`src/rtl/regfile_scoreboard.sv`:
```
// Integer register file: 2 combinational read ports, 1 write port,
// optional write bypass, per-register pending scoreboard, RAM-friendly init.
//
// Ports:
//   clk, reset       clock; synchronous active-high reset
//   init_busy        high while the init engine zeroes the array
//   reg_write/rd_*   writeback port (x0 writes discarded)
//   rs1_*/rs2_*      read ports: data and pending (combinational)
//   alloc_valid/addr decode marks a destination as pending
//   flush            clears every pending bit
//   any_pending      OR of the registered pending bits
module regfile_scoreboard #(
  parameter int XLEN   = 32,
  parameter int NREGS  = 32,
  parameter int AW     = $clog2(NREGS),
  parameter int BYPASS = 1
) (
  input  logic            clk,
  input  logic            reset,
  output logic            init_busy,
  input  logic            reg_write,
  input  logic [AW-1:0]   rd_addr,
  input  logic [XLEN-1:0] rd_data,
  input  logic [AW-1:0]   rs1_addr,
  output logic [XLEN-1:0] rs1_data,
  output logic            rs1_pending,
  input  logic [AW-1:0]   rs2_addr,
  output logic [XLEN-1:0] rs2_data,
  output logic            rs2_pending,
  input  logic            alloc_valid,
  input  logic [AW-1:0]   alloc_addr,
  input  logic            flush,
  output logic            any_pending
);

  localparam logic [AW-1:0] LAST = AW'(NREGS - 1);
  localparam bit BYP = (BYPASS != 0);

  // Array has no reset so it can map onto RAM.
  logic [XLEN-1:0]  mem_q [NREGS];

  logic [AW-1:0]    cnt_q, cnt_d;
  logic             init_busy_q, init_busy_d;
  logic [NREGS-1:0] pend_q, pend_d;
  logic             any_pending_q, any_pending_d;

  logic             wr_ok;
  logic             alloc_ok;
  logic             mem_we;
  logic [AW-1:0]    mem_waddr;
  logic [XLEN-1:0]  mem_wdata;
  logic             byp1;
  logic             byp2;

  always_comb begin
    wr_ok    = reg_write && (rd_addr != '0)
             && !init_busy_q;
    alloc_ok = alloc_valid && (alloc_addr != '0)
             && !init_busy_q;
  end

  // Init engine: one entry per cycle, drops busy
  // on the same edge that clears the last entry.
  always_comb begin
    cnt_d       = cnt_q;
    init_busy_d = init_busy_q;
    if (init_busy_q) begin
      cnt_d = cnt_q + 1'b1;
      if (cnt_q == LAST) begin
        init_busy_d = 1'b0;
      end
    end
  end

  // Single RAM write port shared by init and writeback.
  always_comb begin
    mem_we    = wr_ok;
    mem_waddr = rd_addr;
    mem_wdata = rd_data;
    if (init_busy_q) begin
      mem_we    = 1'b1;
      mem_waddr = cnt_q;
      mem_wdata = '0;
    end
  end

  // Ordering: flush clear, write clear, alloc set.
  always_comb begin
    pend_d = pend_q;
    if (!init_busy_q) begin
      if (flush) begin
        pend_d = '0;
      end
      if (wr_ok) begin
        pend_d[rd_addr] = 1'b0;
      end
      if (alloc_ok) begin
        pend_d[alloc_addr] = 1'b1;
      end
    end
    pend_d[0]     = 1'b0;
    any_pending_d = |pend_d;
  end

  always_ff @(posedge clk) begin
    if (reset) begin
      cnt_q         <= '0;
      init_busy_q   <= 1'b1;
      pend_q        <= '0;
      any_pending_q <= 1'b0;
    end else begin
      cnt_q         <= cnt_d;
      init_busy_q   <= init_busy_d;
      pend_q        <= pend_d;
      any_pending_q <= any_pending_d;
    end
  end

  always_ff @(posedge clk) begin
    if (mem_we && !reset) begin
      mem_q[mem_waddr] <= mem_wdata;
    end
  end

  always_comb begin
    byp1 = BYP && reg_write
         && (rd_addr == rs1_addr);
    rs1_data = mem_q[rs1_addr];
    if (byp1) begin
      rs1_data = rd_data;
    end
    if (init_busy_q || (rs1_addr == '0)) begin
      rs1_data = '0;
    end
    rs1_pending = pend_q[rs1_addr] && !byp1
                && !init_busy_q;
  end

  always_comb begin
    byp2 = BYP && reg_write
         && (rd_addr == rs2_addr);
    rs2_data = mem_q[rs2_addr];
    if (byp2) begin
      rs2_data = rd_data;
    end
    if (init_busy_q || (rs2_addr == '0)) begin
      rs2_data = '0;
    end
    rs2_pending = pend_q[rs2_addr] && !byp2
                && !init_busy_q;
  end

  assign init_busy   = init_busy_q;
  assign any_pending = any_pending_q;

endmodule
```
`config.mk`:
```
export PLATFORM = sky130hd
export DESIGN_NAME = regfile_scoreboard
export DESIGN_NICKNAME = d
export VERILOG_FILES = /design/src/rtl/regfile_scoreboard.sv
export SDC_FILE = /design/constraint.sdc
export NUM_CORES = 2
export LEC_CHECK = 0
export CORE_ASPECT_RATIO = 0.5
export CORE_MARGIN = 2
export CORE_UTILIZATION = 55
export DETAILED_ROUTE_END_ITERATION = 10
export PLACE_DENSITY = 0.68
export SYNTH_ARGS = -nofsm -noshare
export SYNTH_HDL_FRONTEND = slang
export SYNTH_SLANG_ARGS = --single-unit
```
`constraint.sdc`:
```
create_clock -name clk -period 6.6 [get_ports clk]
set_input_delay 0.66 -clock clk [delete_from_list [all_inputs] [get_ports clk]]
set_output_delay 0.66 -clock clk [all_outputs]
set_load 0.03 [all_outputs]
```
# --- Word level (Yosys, flattened, before mapping) ---
# Memories as Yosys holds them, arrays and structs flattened.
# Cells that the tools add are included.
# Widths: inputs -> output; s select.
word_totals:
  mem_bits_rw: 1024
  memories: 1
  out_inout_bits: 68
  register_bits: 39
mem_list:
  columns: ["name", "words", "word_bits", "rd", "rd_clocked_by_memory_dff", "write_ports", "line_no", "source"]
  rows:
  - ["mem_q", 32, 32, 2, 0, 1, "40", "logic [XLEN-1:0] mem_q [NREGS];"]
op_classes:
  n_reduce_logical: 24
  n_addsub: 1
  bitwise: 3
  muxes: 25
  n_lt_le_gt_ge: 6
  eq_ne: 3
op_table:
  columns: ["cell", "n"]
  rows:
  - ["$mux 32", 11]
  - ["$and 32x32->32", 1]
  - ["$not 32->32", 1]
  - ["$or 32x32->32", 1]
  - ["$reduce_or 31->1", 1]
  - ["$lt 5x6->1 const B", 4]
  - ["$logic_and 1x1->1", 13]
  - ["$bmux 1 s5", 2]
  - ["$demux 1 s5", 2]
  - ["$eq 5x5->1", 2]
  - ["$ge 5x1->1 const B", 2]
  - ["$logic_not 5->1", 2]
  - ["$reduce_bool 5->1", 2]
  - ["$mux 1", 9]
  - ["$add 5x1->5 const B", 1]
  - ["$eq 5x5->1 const B", 1]
  - ["$mux 5", 1]
  - ["$logic_not 1->1", 4]
  - ["$logic_or 1x1->1", 2]

# --- Depth between registers and ports, before layout ---
logic_depth:
  word_depth: 12
  depth_mapped: 10
  depth_no_buf: 6

# --- Worst setup path after synthesis ---
# OpenSTA, ideal clock, no wires.
synth_path:
  kind: "flip-flop to flip-flop"
  from: "reg init_busy_q, in the netlist init_busy"
  to: "mem mem_q[24][0] (enable)"
  arrival_time_ns: 3.283
  n_path_buf: 3
  required_time_ns: 6.179
  synth_period_minus_slack_ns: 3.704
  slack_ns: 2.896
  stages_incl_launch_ff: 8
  cell_sequence: "dfxtp_1 > buf_6 > clkbuf_1 > clkbuf_1 > mux2i_1 > nor2b_1 > nand2_1 > nor2_1"
synth_between:
  elab_chain_len: 6
synth_rtl:
  columns: ["item", "line_no", "source"]
  rows:
  - ["from (decl)", "43", "logic init_busy_q, init_busy_d;"]
  - ["from (signal assigned)", "113", "init_busy_q <= init_busy_d;"]
  - ["$logic_not 1->1", "57", "&& !init_busy_q;"]
  - ["$logic_and 1x1->1", "57", null]
  - ["$mux 1", "80", "if (init_busy_q) begin"]
  - ["$logic_and 1x1->1", "120", "if (mem_we && !reset) begin"]
  - ["$mux 1", "120", null]
  - ["$mux 1 (implied by the code)", "121", "mem_q[mem_waddr] <= mem_wdata;"]
  - ["to (decl)", "40", null]
# Several ways; a longest one is shown, not always the timed one.

# --- Worst setup path in the final report ---
layout_path:
  from: "in rd_addr[2]"
  to: "out rs1_data[19]"
layout_between:
  elab_chain_len: 4
layout_rtl:
  columns: ["item", "line_no", "source"]
  rows:
  - ["from (decl)", "22", "input logic [AW-1:0] rd_addr,"]
  - ["$eq 5x5->1", "127", "&& (rd_addr == rs1_addr);"]
  - ["$logic_and 1x1->1", "127", null]
  - ["$mux 32", "129", "if (byp1) begin"]
  - ["$mux 32", "132", "if (init_busy_q || (rs1_addr == '0)) begin"]
  - ["to (decl)", "25", "output logic [XLEN-1:0] rs1_data,"]
# No other way between the ends.

==> metrics.txt <==
status completed; Vert. Die Dim approximately 220 um; # setup viols final 0; DP HPWL between 70000 and 80000 um; post-synth top area cell edfxtp_1; main area contributors after synthesis edfxtp_1 (61%), mux4_2 (29%), dfxtp_1 (1.5%); share of layout cells above drive strength 1 0.353; area fraction in compound gates after synthesis 0.0191; diode count 0; via/cell ratio 7.23; maximum clock frequency a little over 0.2 GHz; Worst-Margin Slew 1170 ps; P_leak roughly 18 nW; worst setup path class primary input to output port; most numerous cell in the Yosys netlist edfxtp_1; nets 2701; GPL Wtd Cong approximately 0.86; Boundary Pins 125; RSZ-0062 raised after global routing false; slowest cell on the critical path clkdlybuf4s50_1; crit path max fanout 28; syn_nets between 2000 and 3000; Fin Hold WS between 500 and 600 ps; Max-Cap Viols 0; via count between 20000 and 30000; Synth Instances roughly 2500; Post-synth top flop edfxtp_1; most frequent CP cell clkdlybuf4s50_1; Synth top area share 0.608; Tightest Hold Check Type register to register; GRT Residual Overflow 0; Largest delay share family, worst path buffers and inverters; # port buffers approximately 120; die area 94500 um2; Fin. Hold Viols 0; EDFF count, synth slightly above 1000; Clock Sinks 1062; GRT Total Usage 0.309; max-slew violations 0; Synth Register Bits between 1000 and 1500; 1st-pass router iterations 6; Worst-path clk slew approximately 60 ps; asr flop ratio synth 0; Avg Synthesized Cell Area between 20 and 25 um2; Max IR drop VDD between 0.0002 and 0.00025 V; worst-case clock buffer depth 3; Yosys Warn Count 0; clock skew 30.4 ps; Initial Util 0.556; DR iter-0 viols a little over 4000; crit path DAT 4210 ps; Post-synth top cells edfxtp_1 (1024), mux4_2 (645), nor2_1 (141); Synth cell types 56; Fin Setup TNS 0 ps; cell row count 78; crit-path cells clkdlybuf4s50_1 > xor2_1 > nor4_1 > nand3_4 > buf_4 > a211oi_1 > clkdlybuf4s50_1; Core Region 90900 um2; CTS H-Tree Depth 3; Area Growth Syn to Fin 12.4%; Max-slew headroom 0.215; max incr delay on CP just over 700 ps; largest family of logic cells by synthesized area multiplexers; Post-Syn Area 50500 um2; Post-Synth Adder-Cell Area 0.000495; TritonCTS clock tree built; Startpoint Class primary input; Worst Path Required between 5000 and 6000 ps; post-synthesis simple-gate area fraction 0.0349; largest net degree at the start of global routing around 120; Residual DRC 0; vias in the first global route approximately 28000; Bufs and invs on worst path 3; clock latency on the worst-skew pair roughly 700 ps; Pwr per Cell Area around 250 nW/um2; xor/xnor cell area share of the yosys netlist 0.00225; Critical Path End Type output port; initial antenna violation count 1; Total Wirelength around 140000 um; post-CTS sizing 0; post-synthesis sequential area ratio 0.624; Hold-fix buffers, CTS 0; global-route wire length before repair between 200000 and 250000 um; Die Span X ~430 um; Final period util 0.738; clk root buf clkbuf_16; Num CTS Buffers 94; crit path time final roughly 4900 ps; routed len/inst 35.9 um; mux cell area share after synthesis 0.299; Post-CTS Setup Bufs 0; Antenna Nets Post-Route 0
path summary, 6_finish.rpt:
kind | start | end | slack (ps) | cells past startpoint
max | rd_addr[2] | rs1_data[19] | 1730 | 7
min | cnt_q[4] | cnt_q[4] | 550 | 2
max reg2reg | init_busy | mem_q[30][2] | 2800 | 5
min reg2reg | cnt_q[4] | cnt_q[4] | 550 | 2
routing by layer:
layer  global-route usage  vias up  routed length [um]
met3               0.0691      207               15900
li1                     -    11100                   -
met1                0.462    15400               56300
met5                    0        -                   0
met4               0.0807        0                3330
met2                0.470     1825               66600
state kept, by name, summed over array words and instances, names as in the netlist:
register	flops
any_pending	1
cnt_q	5
init_busy	1
mem_q	1024
pend_q	31
metrics by stage:
stage	cell area, um2	total power [W]	utilization	worst slack, ps	std cells
after CTS	56800	0.0143	0.625	1730	3956
after global routing	56800	0.0146	0.625	1450	3956
after floorplan	50500	0.00824	-	2900	2515
after detailed placement	53700	0.00856	0.591	1740	3786
after global placement	53700	0.00856	0.591	1740	3786
final	56800	0.0142	0.625	1730	3956
cells by family after synthesis:
group	count (synthesis)
xor gates and xnor gates	13
DFF	1062
muxes	701
buffers and inverters	212
adders and majority gates	2
AOI/OAI and AO/OA	144
and+or+nand+nor	381
worst register-to-register path: stages, from the launching register on:
cell	delay (ps)
dfxtp_4	850
inv_1	400
nor3_1	300
o21bai_2	330
nor2_4	970
buf_4	580
power by group:
group          switching, W  internal, W  total, W
Clock               0.00255      0.00326   0.00581
Combinational      0.000555     0.000527   0.00108
Sequential        0.0000170      0.00732   0.00734
area by class of cell:
cell class | count | area, um2
Clock inverter | 59 | 708
Timing Repair Buffer | 237 | 2310
Sequential cell | 1062 | 31500
Multi-Input combinational cell | 1241 | 18300
Clock buffer | 111 | 2460
Fill cell | 6195 | 34000
Inverter | 6 | 25.0
Tap cell | 1240 | 1550
placed cells by master (no fill, tap or decap), drive strengths merged, types with 4 or more instances in the layout:
cell type and n:
a211oi 39, a21oi 15, a221oi 5, a32oi 19, and3 4, buf 122, bufinv 15, clkbuf 111
clkdlybuf4s50 115, clkinv 36, clkinvlp 5, dfxtp 38, edfxtp 1024, inv 9, mux2 6, mux2i 50
mux4 645, nand2 111, nand2b 5, nand3 39, nand4 5, nor2 141, nor2b 41, nor3 6
o211ai 6, o21ai 45, xor2 10
(Power assumes the default switching activity.)
